## src/rtl/line_follower_pkg.sv

```systemverilog
// Shared types and constants for the line-follower actuator controller.
package line_follower_pkg;

  typedef enum logic [2:0] {
    IDLE       = 3'd0,
    FORWARD    = 3'd1,
    TURN_LEFT  = 3'd2,
    TURN_RIGHT = 3'd3,
    SEARCH     = 3'd4,
    HALT       = 3'd5
  } state_t;

  localparam logic LEFT  = 1'b0;
  localparam logic RIGHT = 1'b1;

  localparam int DEFAULT_DEBOUNCE_CYCLES = 4;
  localparam int DEFAULT_SEARCH_TIMEOUT  = 1000;
  localparam int DEFAULT_DUTY_FWD        = 200;
  localparam int DEFAULT_DUTY_TURN       = 128;

endpackage

```

## src/rtl/line_follower_ctrl_sensor_debounce.sv

```systemverilog
// Two-flop synchronizer plus debounce for the {left, right} sensor pair.
module sensor_debounce #(
  parameter int DEBOUNCE_CYCLES = 4
) (
  input  logic       clk,
  input  logic       reset,
  input  logic [1:0] raw,
  output logic [1:0] pair
);

  localparam int CW = $clog2(DEBOUNCE_CYCLES + 1);

  logic [1:0]    meta_reg, sync_reg, prev_reg, pair_reg;
  logic [CW-1:0] cnt_reg, cnt_next;

  // The counter value is "samples seen so far minus one" for the current run.
  always_comb begin
    cnt_next = cnt_reg;
    if (sync_reg != prev_reg) begin
      cnt_next = '0;
    end else if (cnt_reg != CW'(DEBOUNCE_CYCLES)) begin
      cnt_next = cnt_reg + 1'b1;
    end
  end

  always_ff @(posedge clk) begin
    if (reset) begin
      meta_reg <= 2'b00;
      sync_reg <= 2'b00;
      prev_reg <= 2'b00;
      pair_reg <= 2'b00;
      cnt_reg  <= '0;
    end else begin
      meta_reg <= raw;
      sync_reg <= meta_reg;
      prev_reg <= sync_reg;
      cnt_reg  <= cnt_next;
      if (cnt_next == CW'(DEBOUNCE_CYCLES - 1)) begin
        pair_reg <= sync_reg;
      end
    end
  end

  assign pair = pair_reg;

endmodule

```

## src/rtl/line_follower_ctrl.sv

```systemverilog
// Line-follower steering FSM with registered PWM motor outputs.
module line_follower_ctrl
  import line_follower_pkg::*;
#(
  parameter int DEBOUNCE_CYCLES = DEFAULT_DEBOUNCE_CYCLES,
  parameter int SEARCH_TIMEOUT  = DEFAULT_SEARCH_TIMEOUT,
  parameter int PWM_WIDTH       = 8,
  parameter int DUTY_FWD        = DEFAULT_DUTY_FWD,
  parameter int DUTY_TURN       = DEFAULT_DUTY_TURN
) (
  input  logic       clk,
  input  logic       reset,
  input  logic       enable,
  input  logic       sens_l,
  input  logic       sens_r,
  output logic       motor_l,
  output logic       motor_r,
  output logic [2:0] state_o,
  output logic       lost
);

  localparam int SW = $clog2(SEARCH_TIMEOUT + 1);
  localparam logic [PWM_WIDTH-1:0] FWD  = PWM_WIDTH'(DUTY_FWD);
  localparam logic [PWM_WIDTH-1:0] TURN = PWM_WIDTH'(DUTY_TURN);

  logic [1:0]           pair;
  state_t               state_reg, state_next;
  logic                 dir_reg, dir_next;
  logic [SW-1:0]        search_reg, search_next;
  logic [PWM_WIDTH-1:0] pwm_reg, duty_l, duty_r;
  logic                 motor_l_reg, motor_r_reg, lost_reg;

  sensor_debounce #(.DEBOUNCE_CYCLES(DEBOUNCE_CYCLES)) u_debounce (
    .clk   (clk),
    .reset (reset),
    .raw   ({sens_l, sens_r}),
    .pair  (pair)
  );

  always_comb begin
    state_next  = state_reg;
    dir_next    = dir_reg;
    search_next = search_reg;
    if (!enable) begin
      state_next = IDLE;
    end else if (state_reg == HALT) begin
      state_next = HALT;
    end else begin
      case (pair)
        2'b11: state_next = FORWARD;
        2'b10: begin
          state_next = TURN_LEFT;
          dir_next   = LEFT;
        end
        2'b01: begin
          state_next = TURN_RIGHT;
          dir_next   = RIGHT;
        end
        default: begin
          // A line reappearing on the timeout edge is handled above, so it wins.
          if (state_reg != SEARCH) begin
            state_next  = SEARCH;
            search_next = '0;
          end else if (search_reg == SW'(SEARCH_TIMEOUT - 1)) begin
            state_next = HALT;
          end else begin
            search_next = search_reg + 1'b1;
          end
        end
      endcase
    end
  end

  always_comb begin
    duty_l = '0;
    duty_r = '0;
    case (state_reg)
      FORWARD: begin
        duty_l = FWD;
        duty_r = FWD;
      end
      TURN_LEFT:  duty_r = TURN;
      TURN_RIGHT: duty_l = TURN;
      SEARCH: begin
        if (dir_reg == LEFT) duty_r = TURN;
        else                 duty_l = TURN;
      end
      default: ;
    endcase
  end

  always_ff @(posedge clk) begin
    if (reset) begin
      state_reg   <= IDLE;
      dir_reg     <= RIGHT;
      search_reg  <= '0;
      pwm_reg     <= '0;
      motor_l_reg <= 1'b0;
      motor_r_reg <= 1'b0;
      lost_reg    <= 1'b0;
    end else begin
      state_reg   <= state_next;
      dir_reg     <= dir_next;
      search_reg  <= search_next;
      pwm_reg     <= pwm_reg + 1'b1;
      motor_l_reg <= (pwm_reg < duty_l);
      motor_r_reg <= (pwm_reg < duty_r);
      lost_reg    <= (state_next == HALT);
    end
  end

  assign motor_l = motor_l_reg;
  assign motor_r = motor_r_reg;
  assign state_o = state_reg;
  assign lost    = lost_reg;

endmodule
```

## config.mk

```make
export PLATFORM = sky130hd
export DESIGN_NAME = line_follower_ctrl
export DESIGN_NICKNAME = d
export VERILOG_FILES = /design/src/rtl/line_follower_pkg.sv /design/src/rtl/line_follower_ctrl_sensor_debounce.sv /design/src/rtl/line_follower_ctrl.sv
export SDC_FILE = /design/constraint.sdc
export NUM_CORES = 1
export LEC_CHECK = 0
export CAP_MARGIN = 40
export CORE_ASPECT_RATIO = 1.75
export CORE_MARGIN = 5
export CORE_UTILIZATION = 55
export CTS_CLUSTER_DIAMETER = 200
export DETAILED_ROUTE_END_ITERATION = 12
export GPL_TIMING_DRIVEN = 0
export PLACE_DENSITY_LB_ADDON = 0.3
export SLEW_MARGIN = 10
export SYNTH_ARGS = -nofsm -noshare
export SYNTH_HDL_FRONTEND = slang
export SYNTH_SLANG_ARGS = --single-unit
```

## constraint.sdc

```tcl
create_clock -name clk -period 3.85 [get_ports clk]
set_clock_uncertainty 0.1 [all_clocks]
set_input_delay 0.77 -clock clk [delete_from_list [all_inputs] [get_ports clk]]
set_output_delay 0.77 -clock clk [all_outputs]
set_load 0.02 [all_outputs]
```

* Word level (Yosys, flattened, before mapping)
Index checks and enable logic that the tools add are counted.
Storage, ports and cells: output and inout port bits 6, memories 0, RAM bits 0, logic and storage cells 52, bits in latches 0, bits in read-only memories 0, register bits 36, input bits 5
Cells by class: magnitude comparators 2, div/mod/pow operators 0, $mul 0, mux-type cells 14, bitwise logic cells 2, shift-type cells 0, reduce and logical (&&, ||, !) cells 4, eq/ne operators 15, $add $sub $neg 3
Operators by type and width (count):
- one-hot mux 8 bit (3 select lines) | 2
- two-way mux 10 bit | 2
- two-way mux 3 bit | 6
- less-than comparator 8 bit | 2
- two-way mux 8 bit | 2
- adder 10 x 1 -> 10 bit (second input constant) | 1
- equality test 10 bit (second input constant) | 1
- equality test 3 x 2 -> 1 bit (second input constant) | 3
- equality test 3 bit (second input constant) | 3
- one-hot mux 3 bit (3 select lines) | 1
- adder 8 x 1 -> 8 bit (second input constant) | 1
- inequality test 3 bit (second input constant) | 2
- equality test 2 bit (second input constant) | 2
- AND reduction 4 bit | 1
- adder 3 x 1 -> 3 bit (second input constant) | 1
- equality test 3 x 1 -> 1 bit (second input constant) | 1
- AND reduction 3 bit | 1
- OR reduction 3 bit | 1
- equality test 2 x 1 -> 1 bit (second input constant) | 1
- inequality test 2 bit | 1
- inequality test 2 bit (second input constant) | 1
- inverter 1 bit | 2
- one-hot mux 1 bit (2 select lines) | 1
- nonzero test 2 bit | 1

* Depth between registers and ports, before layout
depth in word-level cells 7, mapped depth 7, gate-level depth less buffers 6

* Cells and area by module
From an unflattened synthesis, not the netlist that was laid out.
Second synthesis, totals: cells, all modules 169, area, all modules 1681.6 um2
By module, submodules not included:
- line_follower_ctrl | sequential area each 500.5 um2, area each 1249.9 um2, cells an instance 131, instances 1
- sensor_debounce | sequential area each 220.2 um2, area each 431.7 um2, cells an instance 38, instances 1

* Worst setup path before layout
OpenSTA, ideal clock, no wires.
kind input port to flip-flop, start point in enable, end point reg search_reg[8], slack 1.929 ns, stages 5, path buffers 1, setup time 0.070 ns, required time 3.680 ns, arrival time 1.751 ns, cells stage by stage and2_1 buf_4 nand2_1 or4_1 a21oi_1
On the way: cells in the longest elaborated chain, start to end 1
RTL lines:
- from (decl) | RTL line line_follower_ctrl.sv:13 | input logic enable,
- AND reduction 4 bit (no source line)
- to (signal assigned) | RTL line line_follower_ctrl.sv:104 | search_reg <= search_next;
- to (decl) | RTL line line_follower_ctrl.sv:29 | logic [SW-1:0] search_reg, search_next;
No other way between the ends. A chain may end at the register's enable or synchronous reset.

* Worst setup path in the final report
Ends and elaborated chain as after synthesis.

==> metrics <==
hold bufs inserted after CTS=0; Seq/Total Area, Yosys=43.47%; number of synthesis warnings=0; worst IR drop on VDD=0.3159 mV; leading cell types by total area after synthesis=sky130_fd_sc_hd__dfxtp_1 (43%), sky130_fd_sc_hd__ha_1 (8.3%), sky130_fd_sc_hd__nor2_1 (3.2%); setup repair bufs after CTS=0; clk_lat worst skew=0.29 ns; number of maximum-capacitance constraint violations=0; TritonCTS clock tree=built; Post-Route Setup TNS=0 ns; area share of the leading cell type in the synthesized netlist=43.47%; Total Routed Length=2.999 mm; number of iterations in the first detailed-routing pass=4; status=completed; Total Nets Final=205; Static Leak=0.7311 nW; remaining global-route overflow=0; post-CTS clock slew at the launch and capture registers of the worst setup and hold paths=0.07 ns; number of antenna violations at the first check in global routing=0; Post-Syn Instances=173; antenna-violating nets left=0; Post-Synthesis Cell Area=0.001658 mm2; number of synthesized register bits=36; ys flop type=sky130_fd_sc_hd__dfxtp_1; library cell occupying the most area in the post-synthesis netlist=sky130_fd_sc_hd__dfxtp_1; filler instances=254; biggest fanout along the worst timing path=9; ant diodes=0; buffer cell driving the clock tree root=sky130_fd_sc_hd__clkbuf_8; Reg area=720.7 um2; Die Width=51.50 um; post-synth net total=189; area added between synthesis and finish=13.21%; number of flip-flops in the largest register=10; timing-limited maximum frequency=435.2 MHz; Hold Startpoint=pwm_reg[0]; final critical-path required period=2.298 ns; Post-synth EDFFs=0; final hold viol count=0; overall die area=0.004255 mm2; placer congestion estimate=0.8776; post-cts gate resize count=0; drt drc=0; Placeable Area=0.002928 mm2; endpoint kind of the worst setup timing path=flop; post-synth cell types=44; pin count of the biggest net entering global routing=12; routed wirelength normalized by instance count=13.76 um; final-report max-slew violation count=0; global-route total usage across every layer=16.75%; path class of the lowest-slack min-delay path=reg2reg; number of H-tree branching levels=2; IO buf count=9; utilization after layout=64.10%; worst reg-to-reg setup slack=1.87 ns; starting utilization of the core area=56.62%; detailed placer's ending HPWL=2.278 mm; TritonCTS Sinks=36; Max Root-Sink Buffers=2; unrepaired setup endpoints after global routing=no; max_slew headroom=68.37%; worst r2r src=u_debounce.cnt_reg[0]; CTS Buf Count=5; fraction of final layout cells sized beyond drive strength 1=10.00%; Async SR Flop Fraction=0%; transition at the pin with the smallest max-transition slack=0.4745 ns; global-route wire length before repair=5.354 mm; synthesized area per cell=9.583 um2; arrival time worst endpoint=2.41 ns; total number of vias=1255; launching instance or port of the critical path=enable; critical path type=in2reg; Rows=26; Finish-stage setup viols=0; Critical Path RT=3.97 ns; fin crit share=59.69%; number of global-route vias before repair=1287; vertical die dimension=82.63 um; cell area power density=389.4 mW/mm2; Critical Path Source Type=primary input; IO Pins=11; Vias per Instance=5.757; area used by multi-input combinational logic=884.6 um2; violation count after the first detailed-route iteration=28; overall power after layout=0.7308 mW
cells by family after synthesis:
kind of cell    count (synthesis)  synth area share (%)
simple gates                   73                 26.57
flops                          36                 43.47
compound gates                 27                 10.11
xor+xnor                       11                 5.811
buf+inv                        11                 3.170
fa+ha+maj                      11                 8.302
mux                             4                 2.566
critical path: stages:
cell,delay [ns]
sky130_fd_sc_hd__clkdlybuf4s50_1,0.52
sky130_fd_sc_hd__and2_1,0.14
sky130_fd_sc_hd__buf_4,0.13
sky130_fd_sc_hd__nand2_1,0.17
sky130_fd_sc_hd__or4_1,0.54
sky130_fd_sc_hd__a21oi_1,0.15
layout make-up:
type / instances / share of cell area (%)
Clock inverter: 1 / 0.4000
Timing Repair Buffer: 9 / 4.800
Buffer: 6 / 1.800
Sequential cell: 36 / 38.40
Multi-Input combinational cell: 126 / 47.13
Tap cell: 28 / 1.867
Clock buffer: 7 / 4.600
Inverter: 5 / 1.000
cells in the mapped netlist (all sizes together) (6+ instances only):
cell and instances:
dfxtp 36, o21ai 8, nor2 15, nor2b 7, ha 11, a21oi 11, nand2 6, xor2 6
nand3 8, nor3 7
per-stage QoR:
step | setup WS [ns] | area, um2 | instances | hold slack (ns)
2_1_floorplan | 1.929 | 1658 | 173 | 0.3130
3_3_place_gp | 1.299 | 1783 | 210 | 0.3198
3_5_place_dp | 1.261 | 1783 | 210 | 0.3358
4_1_cts | 1.556 | 1877 | 218 | 0.3458
5_1_grt | 1.470 | 1877 | 218 | 0.3602
6_report | 1.552 | 1877 | 218 | 0.3408
worst paths after layout:
kind	endpoint	cells after the start
worst max register to register	u_debounce.pair[1]	6
worst max-delay path	search_reg[8]	6
worst min register to register	pwm_reg[0]	1
worst min-delay path	pwm_reg[0]	1
report_power, final:
| group | internal (mW) | switching (mW) |
|---|---|---|
| Sequential | 0.384 | 0.00898 |
| Combinational | 0.0300 | 0.0332 |
| Clock | 0.145 | 0.129 |
layer usage:
| layer | global-route usage (%) | share of wire, % | vias up |
|---|---|---|---|
| li1 | - | - | 635 |
| met1 | 16.91 | 39 | 592 |
| met2 | 29.97 | 55 | 19 |
| met3 | 5.027 | 3.3 | 9 |
| met4 | 9.449 | 2.9 | 0 |
| met5 | 0 | 0 | - |
layout by cell type (no fill, tap or decap), types with 5 or more instances in the layout:
cell type / n
sky130_fd_sc_hd__dfxtp_1: 36
sky130_fd_sc_hd__nor2_1: 14
sky130_fd_sc_hd__ha_1: 11
sky130_fd_sc_hd__a21oi_1: 10
sky130_fd_sc_hd__clkdlybuf4s50_1: 9
sky130_fd_sc_hd__nand3_1: 8
sky130_fd_sc_hd__nor2b_1: 7
sky130_fd_sc_hd__nand2_1: 6
sky130_fd_sc_hd__xor2_1: 6
sky130_fd_sc_hd__clkbuf_8: 6
sky130_fd_sc_hd__inv_1: 5
sky130_fd_sc_hd__o21ai_0: 5
sky130_fd_sc_hd__clkbuf_1: 5
sky130_fd_sc_hd__xnor2_1: 5
sky130_fd_sc_hd__nor3_1: 5
sky130_fd_sc_hd__and3_1: 5
sky130_fd_sc_hd__or3_1: 5
No activity file was read; power rests on OpenSTA's default activity.
